--- src/rtl/zstage_pkg.sv ---
// Shared definitions for the ALU result stage: opcodes, width classification, beat states.
package zstage_pkg;
   localparam int DEPTH_DEFAULT = 2;
   localparam logic [4:0] OP_MUL = 5'b00010;
   localparam logic [4:0] OP_DIV = 5'b00011;

   typedef enum logic {BEAT_LO, BEAT_HI} beat_t;

   // Wide results carry a meaningful HI half and are emitted as two beats.
   function automatic logic is_wide(input logic [4:0] op);
      return (op == OP_MUL) || (op == OP_DIV);
   endfunction
endpackage

--- src/rtl/zstage_fifo.sv ---
// Result entry FIFO: DEPTH entries of {wide, hi, lo}, power-of-two depth with wrapping pointers.
module zstage_fifo #(
   parameter int DATA_W = 32,
   parameter int DEPTH  = 2
) (
   input  logic                     clk,
   input  logic                     clr,
   input  logic                     push,
   input  logic [DATA_W-1:0]        push_lo,
   input  logic [DATA_W-1:0]        push_hi,
   input  logic                     push_wide,
   input  logic                     pop,
   output logic [DATA_W-1:0]        rd_lo,
   output logic [DATA_W-1:0]        rd_hi,
   output logic                     rd_wide,
   output logic [$clog2(DEPTH):0]   count
);
   localparam int PW = $clog2(DEPTH);
   localparam int CW = PW + 1;

   logic [2*DATA_W:0] mem_q [DEPTH];
   logic [PW-1:0]     wr_ptr_q, wr_ptr_d, rd_ptr_q, rd_ptr_d;
   logic [CW-1:0]     count_q, count_d;

   // Pointers wrap naturally because DEPTH is a power of two.
   always_comb begin
      wr_ptr_d = wr_ptr_q;
      rd_ptr_d = rd_ptr_q;
      count_d  = count_q;
      if (push) wr_ptr_d = wr_ptr_q + 1'b1;
      if (pop)  rd_ptr_d = rd_ptr_q + 1'b1;
      case ({push, pop})
         2'b10:   count_d = count_q + 1'b1;
         2'b01:   count_d = count_q - 1'b1;
         default: count_d = count_q;
      endcase
   end

   always_ff @(posedge clk or posedge clr) begin
      if (clr) begin
         wr_ptr_q <= '0;
         rd_ptr_q <= '0;
         count_q  <= '0;
      end else begin
         wr_ptr_q <= wr_ptr_d;
         rd_ptr_q <= rd_ptr_d;
         count_q  <= count_d;
      end
   end

   always_ff @(posedge clk) begin
      if (push) mem_q[wr_ptr_q] <= {push_wide, push_hi, push_lo};
   end

   assign {rd_wide, rd_hi, rd_lo} = mem_q[rd_ptr_q];
   assign count = count_q;
endmodule

--- src/rtl/z_result_stage.sv ---
// ALU result stage: buffers results and streams them as one (narrow) or two (wide LO/HI) beats.
// Optional ZSTAGE_FLAGS_EN adds registered zero_flag/neg_flag outputs.
module z_result_stage
   import zstage_pkg::*;
#(
   parameter int DATA_W = 32,
   parameter int DEPTH  = DEPTH_DEFAULT
) (
   input  logic              clk,
   input  logic              clr,
   input  logic              in_valid,
   output logic              in_ready,
   input  logic [DATA_W-1:0] in_lo,
   input  logic [DATA_W-1:0] in_hi,
   input  logic [4:0]        in_ctrl,
   output logic              out_valid,
   input  logic              out_ready,
   output logic [DATA_W-1:0] out_data,
   output logic              out_last,
   output logic [DATA_W-1:0] hi_q,
   output logic [DATA_W-1:0] lo_q,
   output logic              busy
`ifdef ZSTAGE_FLAGS_EN
   ,
   output logic              zero_flag,
   output logic              neg_flag
`endif
);
   localparam int CW = $clog2(DEPTH) + 1;
   localparam logic [CW-1:0] FULL_CNT = CW'(DEPTH);

   logic [CW-1:0]     count;
   logic              push, pop, in_wide, rd_wide;
   logic [DATA_W-1:0] rd_lo, rd_hi, hi_d, lo_d;
   logic              init_q, init_d;
   beat_t             state_q, state_d;

   zstage_fifo #(.DATA_W(DATA_W), .DEPTH(DEPTH)) u_fifo (
      .clk(clk), .clr(clr),
      .push(push), .push_lo(in_lo), .push_hi(in_hi), .push_wide(in_wide),
      .pop(pop), .rd_lo(rd_lo), .rd_hi(rd_hi), .rd_wide(rd_wide),
      .count(count)
   );

   // init_q holds in_ready low while clr is asserted and until the first clean edge.
   assign in_wide   = is_wide(in_ctrl);
   assign in_ready  = init_q && (count < FULL_CNT);
   assign push      = in_valid && in_ready;
   assign out_valid = (count != '0);
   assign busy      = out_valid;
   assign out_data  = !out_valid ? '0 : ((state_q == BEAT_HI) ? rd_hi : rd_lo);
   assign out_last  = out_valid && ((state_q == BEAT_HI) || !rd_wide);

   always_comb begin
      state_d = state_q;
      pop     = 1'b0;
      init_d  = 1'b1;
      hi_d    = hi_q;
      lo_d    = lo_q;
      if (out_valid && out_ready) begin
         if (state_q == BEAT_LO && rd_wide) begin
            state_d = BEAT_HI;
         end else begin
            pop     = 1'b1;
            state_d = BEAT_LO;
         end
      end
      if (push && in_wide) begin
         hi_d = in_hi;
         lo_d = in_lo;
      end
   end

   always_ff @(posedge clk or posedge clr) begin
      if (clr) begin
         state_q <= BEAT_LO;
         init_q  <= 1'b0;
         hi_q    <= '0;
         lo_q    <= '0;
      end else begin
         state_q <= state_d;
         init_q  <= init_d;
         hi_q    <= hi_d;
         lo_q    <= lo_d;
      end
   end

`ifdef ZSTAGE_FLAGS_EN
   logic zero_d, neg_d;

   always_comb begin
      zero_d = zero_flag;
      neg_d  = neg_flag;
      if (push) begin
         zero_d = (in_lo == '0) && (!in_wide || (in_hi == '0));
         neg_d  = in_wide ? in_hi[DATA_W-1] : in_lo[DATA_W-1];
      end
   end

   always_ff @(posedge clk or posedge clr) begin
      if (clr) begin
         zero_flag <= 1'b0;
         neg_flag  <= 1'b0;
      end else begin
         zero_flag <= zero_d;
         neg_flag  <= neg_d;
      end
   end
`endif
endmodule

--- config.mk ---
export PLATFORM = sky130hd
export DESIGN_NAME = z_result_stage
export DESIGN_NICKNAME = d
export VERILOG_FILES = /design/src/rtl/zstage_pkg.sv /design/src/rtl/zstage_fifo.sv /design/src/rtl/z_result_stage.sv
export SDC_FILE = /design/constraint.sdc
export NUM_CORES = 1
export LEC_CHECK = 0
export ABC_AREA = 1
export BUFFER_PORTS_ARGS = -buffer_cell sky130_fd_sc_hd__buf_4
export CAP_MARGIN = 20
export CORE_MARGIN = 3
export CORE_UTILIZATION = 39
export CTS_CLUSTER_DIAMETER = 40
export DETAILED_ROUTE_END_ITERATION = 10
export SYNTH_ARGS = -nofsm -noshare
export SYNTH_HDL_FRONTEND = slang
export SYNTH_SLANG_ARGS = --single-unit
--- constraint.sdc ---
create_clock -name clk -period 4.7 [get_ports clk]
set_clock_uncertainty 0.2 [all_clocks]
set_input_delay 1.41 -clock clk [delete_from_list [all_inputs] [get_ports clk]]
set_output_delay 1.41 -clock clk [all_outputs]
set_load 0.02 [all_outputs]
==> results of run 1 <==
[layout make-up]
class	instances	area share, %
multi-input cells	476	19.59
clock inverters	14	1.083
repair buffers	186	13.82
inverters	83	3.042
clock buffers	18	4.173
flip-flops and latches	200	55.01
well taps	270	3.285
[worst max path at each step]
stage | start | endpoint | cells after the start
6_report | u_fifo.count[0] | out_data[11] | 4
5_1_grt | u_fifo.count[0] | out_data[7] | 4
4_1_cts | u_fifo.count[0] | out_data[11] | 4
3_5_place_dp | in_valid | u_fifo.mem_q[1][28] | 6
3_3_place_gp | in_valid | u_fifo.mem_q[1][28] | 6
2_1_floorplan | in_valid | u_fifo.mem_q[0][0] | 5
[critical path, stage by stage, from the launching register on]
cell and delay (ns):
sky130_fd_sc_hd__dfrtp_1 0.42, sky130_fd_sc_hd__nor2_2 0.70, sky130_fd_sc_hd__buf_4 0.36, sky130_fd_sc_hd__a21oi_1 0.09, sky130_fd_sc_hd__buf_4 0.17
[placed cells by master (no fill, tap or decap), drive strengths merged]
master	n
xnor2	1
clkinvlp	4
nand3	99
nand2	331
xor2	2
edfxtp	130
conb	1
nor2	8
buf	186
ha	1
a31oi	1
a21oi	32
dfrtp	70
clkbuf	18
clkinv	5
inv	88
[registers in the layout (all words and copies together), names as in the netlist]
signal / cells
state_q: 1
u_fifo.count: 2
u_fifo.wr_ptr_q: 1
u_fifo.rd_ptr_q: 1
u_fifo.mem_q: 130
init_q: 1
hi_q: 32
lo_q: 32
[logic make-up (layout without fill, tap and decap cells)]
| kind of cell | count (synthesis) | in the layout |
|---|---|---|
| buffers and inverters | 128 | 301 |
| and+or+nand+nor | 438 | 438 |
| adders and majority gates | 1 | 1 |
| other | 1 | 1 |
| DFF | 200 | 200 |
| xor gates and xnor gates | 3 | 3 |
| AOI/OAI and AO/OA | 33 | 33 |
[power by group through the flow]
stage / registers [W] / clock network (W) / logic [W]
2_1_floorplan: 0.00253 / 0 / 0.00125
3_3_place_gp: 0.00234 / 0 / 0.00249
3_5_place_dp: 0.00234 / 0 / 0.00250
4_1_cts: 0.00231 / 0.00140 / 0.00251
5_1_grt: 0.00234 / 0.00146 / 0.00270
6_report: 0.00231 / 0.00136 / 0.00246
[layer usage]
| metal | vias to the layer above | share of wire (%) | wire length [um] | track usage, % |
|---|---|---|---|---|
| met2 | 149 | 51 | 10340 | 30.77 |
| met4 | 0 | 1.5 | 303 | 5.485 |
| met5 | - | 0 | 0 | 0 |
| li1 | 2898 | - | - | - |
| met3 | 18 | 6.0 | 1228 | 4.548 |
| met1 | 2762 | 42 | 8538 | 22.32 |
[per-stage QoR]
step | std cells | instance area (sq um) | total power [W]
after floorplan | 804 | 8202 | 0.003782
after global placement | 1215 | 9743 | 0.004825
after detailed placement | 1215 | 9743 | 0.004846
after CTS | 1247 | 10280 | 0.006216
after global routing | 1247 | 10280 | 0.006500
final | 1247 | 10280 | 0.006129
==> flow_results.org, run 1 <==
** Clock tree
- Clock tree from TritonCTS :: done
- Gates resized, CTS repair :: 0
- Buffer type at the clock tree root :: sky130_fd_sc_hd__clkbuf_16
- Clock-pin slew was measured on the worst setup and hold paths at 0.07 ns.
- For the worst-skew pair, the clock arrives at the later sink with an insertion delay of 0.42 ns.
- Post-CTS setup repair buffer count :: 0
- Counting the buffers created by CTS gives 17.
- Clock buffer depth :: 2
- In this run the number of H-tree levels came out at 4.
- Hold buffer count at CTS :: 0
- Clock tree sinks :: 200

** Finish
- Relative to the synthesized area, the layout overhead comes to 25.39%.
- Combined flip-flop and latch cell area :: 0.005657 sq mm
- The filler cells instantiated in the layout total 1908.
- Once layout is complete, the utilization of the core stands at 50.34%.
- Final nets :: 1038
- Share of cells above drive strength 1 :: 23.34%
- Combined area of the multi-input logic cells :: 0.002014 sq mm
- The repair_antennas step left the layout with diodes totalling 0.

** Logic synthesis
- Adder-cell share of the synthesized area :: 0.1526%
- Dividing the synthesized area by the synthesized cell count gives 10.20 sq um.
- Yosys cell types :: 21
- Post-synthesis sequential element count :: 200
- The mapped netlist covers 0.008202 sq mm.
- sky130_fd_sc_hd__edfxtp_1 takes more of the synthesized area than any other cell.
- Largest cells by area after synthesis :: sky130_fd_sc_hd__edfxtp_1 (48%), sky130_fd_sc_hd__dfrtp_1 (21%), sky130_fd_sc_hd__nand2_1 (15%), sky130_fd_sc_hd__nand3_1 (6.0%), sky130_fd_sc_hd__inv_1 (3.6%)
- Dominant synthesized flop cell :: sky130_fd_sc_hd__edfxtp_1
- Top cell types by occurrence after synthesis :: sky130_fd_sc_hd__nand2_1 (329), sky130_fd_sc_hd__edfxtp_1 (130), sky130_fd_sc_hd__nand3_1 (99), sky130_fd_sc_hd__inv_1 (79), sky130_fd_sc_hd__dfrtp_1 (70)
- The number of nets in the synthesized netlist is 878.
- The synthesized netlist devotes 2.029% of its cell area to compound gates.
- Of the synthesized area, sequential elements account for 68.95%.
- Portion of netlist area occupied by mux cells :: 0%
- The synthesized design contains 130 enable-type register cells.
- Main combinational cell family by area after synthesis :: simple AND/OR/NAND/NOR gates
- The Yosys step of the flow raised 0 warnings.
- Most used standard cell by instance count after synthesis :: sky130_fd_sc_hd__nand2_1
- Synthesized netlist cell count :: 804
- Post-synthesis async set-or-reset flop share :: 35.00%
- Simple logic cell fraction of the synthesized area :: 21.77%
- Synthesized-area fraction occupied by xor and xnor cells :: 0.3204%
- Of the post-synthesis cell area, the dominant cell type holds 47.60%.

** Critical path
- The number of cells on the worst reg-to-reg path is 6.
- Maximum net fanout on the critical path :: 20
- Critical Path RT :: 3.09 ns
- Endpoint of the worst-slack reg-to-reg timing path :: u_fifo.mem_q[1][63]
- STA classifies the critical path startpoint as a register.
- Arrival time reported for the critical path endpoint :: 2.17 ns
- In this run the critical register-to-register path is launched from u_fifo.count[1].
- Worst setup path category :: reg -> out
- Register-to-register setup slack :: 1.96 ns
- STA classifies the critical path endpoint as an output port.

** STA
- The number of slew-limit violations in the final report came to 0.
- Setup repair after global routing left no endpoint under its margin.
- The clock period could shrink to 3.783 ns.
- The final critical path takes up 80.49% of the cycle.
- Final hold viol count :: 0
- In this run the tightest slew margin relative to its limit is 39.13%.
- Peak clock frequency supported by timing :: 0.2644 GHz
- Setup total negative slack :: 0 ns
- Slew at the pin closest to its max-slew limit :: 0.9131 ns
- After layout, the worst setup slack is 0.9171 ns.
- Final hold analysis gives a worst-case slack of 0.2730 ns.
- Setup violations remaining at the end of the flow were counted as 0.

** Global route
- Antenna violations before repair :: 0
- All-Layer GR Usage :: 17.91%
- Via count of the first global-routing pass :: 5681
- For this run the aggregate overflow at the end of global routing stands at 0.
- The first global-routing pass estimated 30840 um of wire.
- Maximum number of pins on one net before global-route repair :: 67

** Min path
- The worst hold path terminates at hi_q[10].
- Type of the tightest min-delay check :: reg -> reg
- In this run the most critical hold path is launched from hi_q[10].
- Min-Delay Path Depth :: 2

** Floorplanning
- 173 I/O pins were placed.
- FP Rows :: 52
- Width of the chip :: 151.0 um
- The die is 151.0 um tall.
- Area of the die :: 0.02281 sq mm
- For this configuration, the core starts out at a cell density of 40.15%.
- The floorplan step defined a core boundary enclosing 0.02043 sq mm.

** Pwr
- The analysis attributes to cell leakage a power of 4.924 nW.
- Cell internal power was estimated by the tool at 0.003740 W.
- Clock Power Share :: 22.1%
- Sw power :: 0.002389 W
- Switching power as a share of total power :: 38.98%
- For this design the ratio of total power to cell area is 596.0 mW/mm^2.
- The share of total power dissipated in sequential elements is 37.7%.
- Worst-case vdd ir drop :: 0.3039 mV
- Combinational logic burns 40.2% of the power.

** Routing
- Post-detailed-route count of antenna-violating nets :: 0
- After the first detailed-routing iteration, the DRC count stood at 339.
- Post-Route WL :: 20410 um
- The routed layout has 5827 vias.
- In the routed layout, each cell is associated on average with a via count of 4.673.
- Dividing the detail-routed wire length by the instance count gives 16.37 um.
- # DRC :: 0
- The first detailed-routing pass ran for 5 iterations.

** Status
- The run finished with clean final reports.

** Placement
- Detailed placement ended at an HPWL of 13430 um.
- Post-placement worst setup slack :: 0.8762 ns
- At the end of routability-driven placement, the weighted congestion stood at 0.7180.
- During placement, the flow inserted port buffers numbering 171.

** Run
- Max-cap violations in this run came to 0.
Note: power is estimated with default switching activity, not from simulation.
==> inputs of run 2 (changes only) <==
- clock period: 4.7 -> 3.7 ns (I/O delays scaled with it)
==> flow_results.org, run 2 (same netlist as run 1, synthesis figures left out) <==
** Floorplanning
- Area of the die :: 0.02281 sq mm (unchanged)
- The vertical die dimension came to 151.0 um (unchanged).
- Initial core utilization :: 40.15% (unchanged)
- Core area :: 0.02043 sq mm (unchanged)
- FP Rows :: 52 (unchanged)
- The overall die width was 151.0 um (unchanged).
- The number of primary I/O pins was 173 (unchanged).

** Critical path
- The worst setup path is launched from a register.
- CP Capture Type :: output port
- Arrival time reported for the critical path endpoint :: 2.13 ns (-0.04 ns)
- Reg2reg path depth :: 9 (+3)
- The startpoint identified for the worst register-to-register timing path is u_fifo.count[0].
- The reg-to-reg setup timing slack is 1.37 ns (-0.59 ns).
- Critical Path RT :: 2.39 ns (-0.70 ns)
- The setup path with the least slack is of type reg -> out.
- The maximum fanout count along the critical path was 66 (+230%).
- Endpoint of the worst-slack reg-to-reg timing path :: u_fifo.count[1]

** Routing
- Via count :: 5947 (+2.1%)
- Post-Route WL :: 20160 um (-1.2%)
- The routed wirelength normalized by instance count was 16.14 um (-1.4%).
- Post-detailed-route count of antenna-violating nets :: 0 (unchanged)
- First-iteration detailed-routing DRC count :: 348 (+2.7%)
- The DRC violation count after routing came to 0 (unchanged).
- The number of vias per cell after detailed routing came to 4.761 (+1.9%).
- The total iterations of the first detailed-routing run is 5 (unchanged).

** Finish
- Share of cells above drive strength 1 :: 23.49% (+0.16 points)
- Register name with the most flops :: u_fifo.mem_q
- The final core utilization is 50.94% (+0.60 points).
- Most common cell after layout, fill and taps aside :: sky130_fd_sc_hd__nand2_1
- The flip-flop count of the largest register after layout was 130 (unchanged).
- Leaving out fill and tap cells, the most frequent cells in the layout are sky130_fd_sc_hd__nand2_1 (329), sky130_fd_sc_hd__buf_4 (183), sky130_fd_sc_hd__edfxtp_1 (130).
- Final nets :: 1040 (+0.19%)
- Area growth from synthesis to layout :: 26.88%
- The total inserted antenna cells came to 0 (unchanged).
- Registers with the most flip-flops :: u_fifo.mem_q: 130 flops, hi_q: 32 flops, lo_q: 32 flops

** Placement
- The weighted congestion reported at the end of routability-driven placement is 0.8010 (+12%).
- Port buffer count :: 171 (unchanged)
- The half-perimeter wire length after placement was 13350 um (-0.64%).

** Clock tree
- The post-CTS setup repair buffer count is 0 (unchanged).
- The clock tree buffer depth was 2 (unchanged).
- The post-cts gate resize count was 0 (unchanged).
- Clk slew on worst S/H paths :: 0.07 ns (about the same)
- Clock tree from TritonCTS :: done
- Total CTS buffers :: 17 (unchanged)
- Buffer type at the clock tree root :: sky130_fd_sc_hd__clkbuf_16
- Clock tree sinks :: 200 (unchanged)
- Hold buffer count at CTS :: 0 (unchanged)
- CTS HTree Levels :: 4 (unchanged)
- The clock latency on the worst-skew pair was 0.43 ns (about the same).

** Global route
- Maximum number of pins on one net before global-route repair :: 67 (unchanged)
- First-pass GRT wire length :: 31600 um (+2.5%)
- The number of global-route vias before repair is 5882 (+3.5%).
- All-Layer GR Usage :: 18.19% (+0.28 points)
- Overflow left after global routing :: 0 (unchanged)
- Antenna violations before repair :: 0 (unchanged)

** Pwr
- Power density of the placed cells :: 770.7 mW/mm^2 (+29%)
- Worst-case vdd ir drop :: 0.5046 mV (+66%)
- Leakage dissipation :: 4.985 nW (+1.2%)

** STA
- Final Cycle Share :: 92.96%
- Post-layout min period :: 3.439 ns
- The worst relative slew slack came to 50.46% (+11 points).
- Number of pins with negative max-slew slack in the final report :: 0 (unchanged)
- Final hold viol count :: 0 (unchanged)
- Slew at the pin closest to its max-slew limit :: 0.7430 ns (-0.1701 ns)
- Setup repair after global routing left no endpoint under its margin.
- Peak clock frequency supported by timing :: 0.2907 GHz
- Hold WS :: 0.2713 ns (-0.001688 ns)
- Final setup violating endpoints :: 0 (unchanged)

** Min path
- WHS Endpoint :: lo_q[7]
- Min-Delay Path Depth :: 2 (unchanged)
- Min-Delay Startpoint :: lo_q[7]
- The tightest min-delay check is of the reg -> reg type.

** Status
- The flow ran to the end, and the final reports show no timing, DRC or antenna violations.

** Run
- The total of max-cap violations was 0 (unchanged).
run 2: cell types whose count changed in the layout (fill, tap and decap cells not counted):
cell / before / now
sky130_fd_sc_hd__clkinvlp_4: 4 / 3
sky130_fd_sc_hd__buf_12: 2 / 5
sky130_fd_sc_hd__inv_6: 6 / 3
sky130_fd_sc_hd__bufinv_16: 0 / 3
sky130_fd_sc_hd__buf_4: 184 / 183
sky130_fd_sc_hd__clkinv_1: 2 / 1
sky130_fd_sc_hd__clkbuf_1: 1 / 2
sky130_fd_sc_hd__clkbuf_8: 0 / 1
run 2: area by class of cell:
cell class | count | area (sq um)
Clock buffer | 20 | 446.7
Clock inverter | 12 | 163.9
Fill cell | 1853 | 10020
Inverter | 83 | 312.8
Multi-Input combinational cell | 476 | 2014
Sequential cell | 200 | 5657
Tap cell | 270 | 337.8
Timing Repair Buffer | 188 | 1474
run 2: how the worst max path moves through the flow:
stage	from	to	slack, ns	cells after the start
6_report	u_fifo.rd_ptr_q	out_data[29]	0.26	6
5_1_grt	u_fifo.rd_ptr_q	out_data[19]	0.13	6
4_1_cts	u_fifo.rd_ptr_q	out_data[22]	0.26	6
3_5_place_dp	u_fifo.rd_ptr_q	out_data[22]	0.73	6
3_3_place_gp	u_fifo.rd_ptr_q	out_data[29]	0.73	6
2_1_floorplan	in_valid	u_fifo.mem_q[0][0]	-0.14	5
run 2: worst max-delay path, cell delays in order, from the launching register on:
cell                      delay [ns]
sky130_fd_sc_hd__dfrtp_2        0.37
sky130_fd_sc_hd__buf_4          0.60
sky130_fd_sc_hd__nand2_1        0.10
sky130_fd_sc_hd__nand2_1        0.11
sky130_fd_sc_hd__nand2_1        0.06
sky130_fd_sc_hd__a21oi_1        0.26
sky130_fd_sc_hd__buf_4          0.20
run 2: metal layers:
metal  GRT usage (%)  wire length [um]  vias to the layer above
met5               0                 0                        -
met4           5.485               319                        0
met3           4.937              1342                       28
met2           30.72             10110                      163
met1           22.97              8388                     2858
li1                -                 -                     2898
run 2: power by group:
group / internal (W) / switching [W] / total (W)
logic: 0.00113 / 0.00200 / 0.00313
registers: 0.00277 / 0.000184 / 0.00295
clock network: 0.00109 / 0.000844 / 0.00194
total: 0.00499 / 0.00303 / 0.00802
run 2: through the flow:
stage / area, sq um / setup TNS [ns] / instances / total power (W) / worst slack [ns]
3_5_place_dp: 9796 / 0 / 1217 / 0.006161 / 0.7285
4_1_cts: 10410 / 0 / 1249 / 0.008126 / 0.2562
2_1_floorplan: 8207 / -17.91 / 804 / 0.004800 / -0.1378
6_report: 10410 / 0 / 1249 / 0.008020 / 0.2606
3_3_place_gp: 9796 / 0 / 1217 / 0.006130 / 0.7303
5_1_grt: 10410 / 0 / 1249 / 0.008494 / 0.1262
==> inputs of run 3 (changes only) <==
- PLACE_DENSITY: default -> 0.63
==> flow_results.org, run 3 (same netlist as run 1, synthesis figures left out) <==
** Routing
- Post-detailed-route count of antenna-violating nets :: 0 (unchanged)
- Via density per instance :: 4.686 (-1.6%)
- The DRC violation count after routing came to 0 (unchanged).
- Via count :: 5857 (-1.5%)
- Detail-routed net length per standard cell :: 16.20 um (+0.41%)
- First-iteration detailed-routing DRC count :: 261 (-25%)
- The total iterations of the first detailed-routing run was 4 (-1).
- Post-Route WL :: 20260 um (+0.49%)

** Min path
- Min-Delay Path Depth :: 2 (unchanged)
- WHS Endpoint :: hi_q[1]
- In this run the most critical hold path is launched from hi_q[1].
- Type of the tightest min-delay check :: reg -> reg

** Floorplanning
- Area of the die :: 0.02281 sq mm (unchanged)
- The vertical die dimension is 151.0 um (unchanged).
- FP Rows :: 52 (unchanged)
- The initial core utilization came to 40.15% (unchanged).
- Core area :: 0.02043 sq mm (unchanged)
- Width of the chip :: 151.0 um (unchanged)
- Total I/O pin count :: 173 (unchanged)

** Run
- The total of max-cap violations is 0 (unchanged).

** Pwr
- The internal power is 0.005006 W (+0.28%).
- The switching power summed over all nets is 0.002967 W (-2.0%).
- Power density of the placed cells :: 766.2 mW/mm^2 (-0.58%)
- Leakage dissipation :: 4.995 nW (+0.22%)
- Logic pwr share :: 38.6% (-0.4 points)
- The switching power share of the total is 37.21% (-0.55 points).
- The relative contribution of the clock network to total power is 24.0% (-0.2 points).
- The overall power of the completed layout is 0.007972 W (-0.59%).
- Worst-case vdd ir drop :: 0.4321 mV (-14%)
- Sequential group share of total power :: 37.4% (+0.6 points)

** Finish
- The flip-flop count of the largest register after layout came to 130 (unchanged).
- The fraction of final layout cells with drive strength greater than 1 came to 23.57% (+0.078 points).
- Counting flops per register, the top entry is u_fifo.mem_q.
- The library cell used most frequently in the layout, excluding fill and tap cells, is sky130_fd_sc_hd__nand2_1.
- Area growth from synthesis to layout :: 26.87% (about the same)
- Commonest cells after routing, fill and taps aside :: sky130_fd_sc_hd__nand2_1 (329), sky130_fd_sc_hd__buf_4 (186), sky130_fd_sc_hd__edfxtp_1 (130)
- Number of antenna repair diodes :: 0 (unchanged)
- Final nets :: 1041 (+0.096%)
- Registers with the most flip-flops :: u_fifo.mem_q: 130 flops, hi_q: 32 flops, lo_q: 32 flops
- The filler-free cell count of the finished design came to 1250 (+0.080%).

** Critical path
- CP Capture Type :: output port
- By instance count, the cell type seen most on the critical path is sky130_fd_sc_hd__nand2_1.
- Worst setup path category :: reg -> out
- The maximum fanout count along the critical path is 24 (-64%).
- The worst setup path is launched from a register.
- In this run the critical register-to-register path is captured at u_fifo.count[1].
- The critical path arrival is 2.08 ns (-0.05 ns).
- Worst path max stage delay :: 0.55 ns (-0.05 ns)
- Worst-path cell chain :: inv_2 > buf_12 > nand2_1 > nand2_1 > nand2_1 > a21oi_1 > buf_4
- The reg-to-reg setup timing slack was 1.35 ns (-0.02 ns).
- Critical Path RT :: 2.39 ns (about the same)
- Startpoint of the worst-slack reg-to-reg timing path :: u_fifo.rd_ptr_q
- Reg2reg path depth :: 10 (+1)
- Crit path max-delay cell type :: sky130_fd_sc_hd__dfrtp_2

** STA
- Final setup violating endpoints :: 0 (unchanged)
- The measured slew at the worst slew-check pin came to 0.8215 ns (+0.07850 ns).
- The worst relative slew slack is 45.23% (-5.2 points).
- Final Cycle Share :: 91.73% (-1.2 points)
- Number of pins with negative max-slew slack in the final report :: 0 (unchanged)
- Post-layout min period :: 3.394 ns (-0.04527 ns)
- Hold WS :: 0.2709 ns (-0.0004170 ns)
- The top achievable clock speed was 0.2946 GHz (+1.3%).
- Final hold viol count :: 0 (unchanged)
- RSZ-0062 raised after global routing :: no

** Global route
- The largest net degree at the start of global routing came to 67 (unchanged).
- The global routing usage summed across all routing layers was 18.29% (+0.097 points).
- Overflow left after global routing :: 0 (unchanged)
- The number of antenna violations at the first check in global routing was 0 (unchanged).
- The number of global-route vias before repair came to 5800 (-1.4%).
- First-pass GRT wire length :: 31410 um (-0.61%)

** Clock tree
- The number of sinks on the clock net is 200 (unchanged).
- CTS HTree Levels :: 4 (unchanged)
- The post-CTS setup repair buffer count came to 0 (unchanged).
- Clk slew on worst S/H paths :: 0.07 ns (about the same)
- Clock buffer depth :: 2 (unchanged)
- The number of hold buffers added after CTS came to 0 (unchanged).
- Gates resized, CTS repair :: 0 (unchanged)
- Buffer type at the clock tree root :: sky130_fd_sc_hd__clkbuf_16
- The clock latency on the worst-skew pair came to 0.43 ns (about the same).
- The number of buffers added by the clock tree synthesis step came to 17 (unchanged).
- TritonCTS built the clock tree.

** Placement
- Port buffer count :: 171 (unchanged)
- Placed Cells incl. Taps :: 1218 (+0.082%)
- The weighted congestion reported at the end of routability-driven placement was 0.7289 (-9.0%).
- DPL Wire Length :: 13410 um (+0.49%)

** Status
- The flow ran to the end, and the final reports show no timing, DRC or antenna violations.
-- run 3: worst max-delay path: cells and delay by family, from the launching register on --
| family | cells | cell delay [ns] |
|---|---|---|
| simple gates | 3 | 0.23 |
| buf+inv | 3 | 0.69 |
| flops | 1 | 0.55 |
| compound gates | 1 | 0.18 |
-- run 3: worst max-delay path by stage --
stage | from | to | slack [ns] | cells after the start
global placement | u_fifo.rd_ptr_q | out_data[22] | 0.71 | 7
detailed placement | u_fifo.rd_ptr_q | out_data[22] | 0.72 | 7
CTS | u_fifo.rd_ptr_q | out_data[22] | 0.24 | 7
finish | u_fifo.rd_ptr_q | out_data[22] | 0.31 | 7
global route | u_fifo.rd_ptr_q | out_data[22] | 0.11 | 7
floorplan | in_valid | u_fifo.mem_q[0][0] | -0.14 | 5
-- run 3: metrics by stage --
stage | TNS [ns] | setup slack, ns | utilization, % | area, sq um
floorplan | -17.91 | -0.1378 | - | 8207
global placement | 0 | 0.7097 | 47.86 | 9778
detailed placement | 0 | 0.7244 | 47.86 | 9778
CTS | 0 | 0.2449 | 50.93 | 10410
global route | 0 | 0.1113 | 50.93 | 10410
finish | 0 | 0.3058 | 50.93 | 10410
-- run 3: cell type report --
type                       instances  area, sq um
sequential                       200         5657
clock buffer                      25        549.3
fill                            1851        10020
inverter                          83        312.8
clock inverter                     7        77.57
tap                              270        337.8
timing repair buffer             189         1456
multi-input combinational        476         2014
-- run 3: layer usage --
| metal | global-route usage (%) | wire (um) |
|---|---|---|
| met4 | 5.213 | 267 |
| met2 | 31.50 | 10270 |
| met3 | 5.326 | 1407 |
| met5 | 0 | 0 |
| met1 | 22.44 | 8314 |
-- run 3: power groups by stage --
stage	clock network (W)	registers [W]	logic [W]
floorplan	0	0.00320	0.00160
global placement	0	0.00302	0.00309
detailed placement	0	0.00303	0.00312
CTS	0.00196	0.00298	0.00312
global route	0.00205	0.00302	0.00338
finish	0.00192	0.00298	0.00307
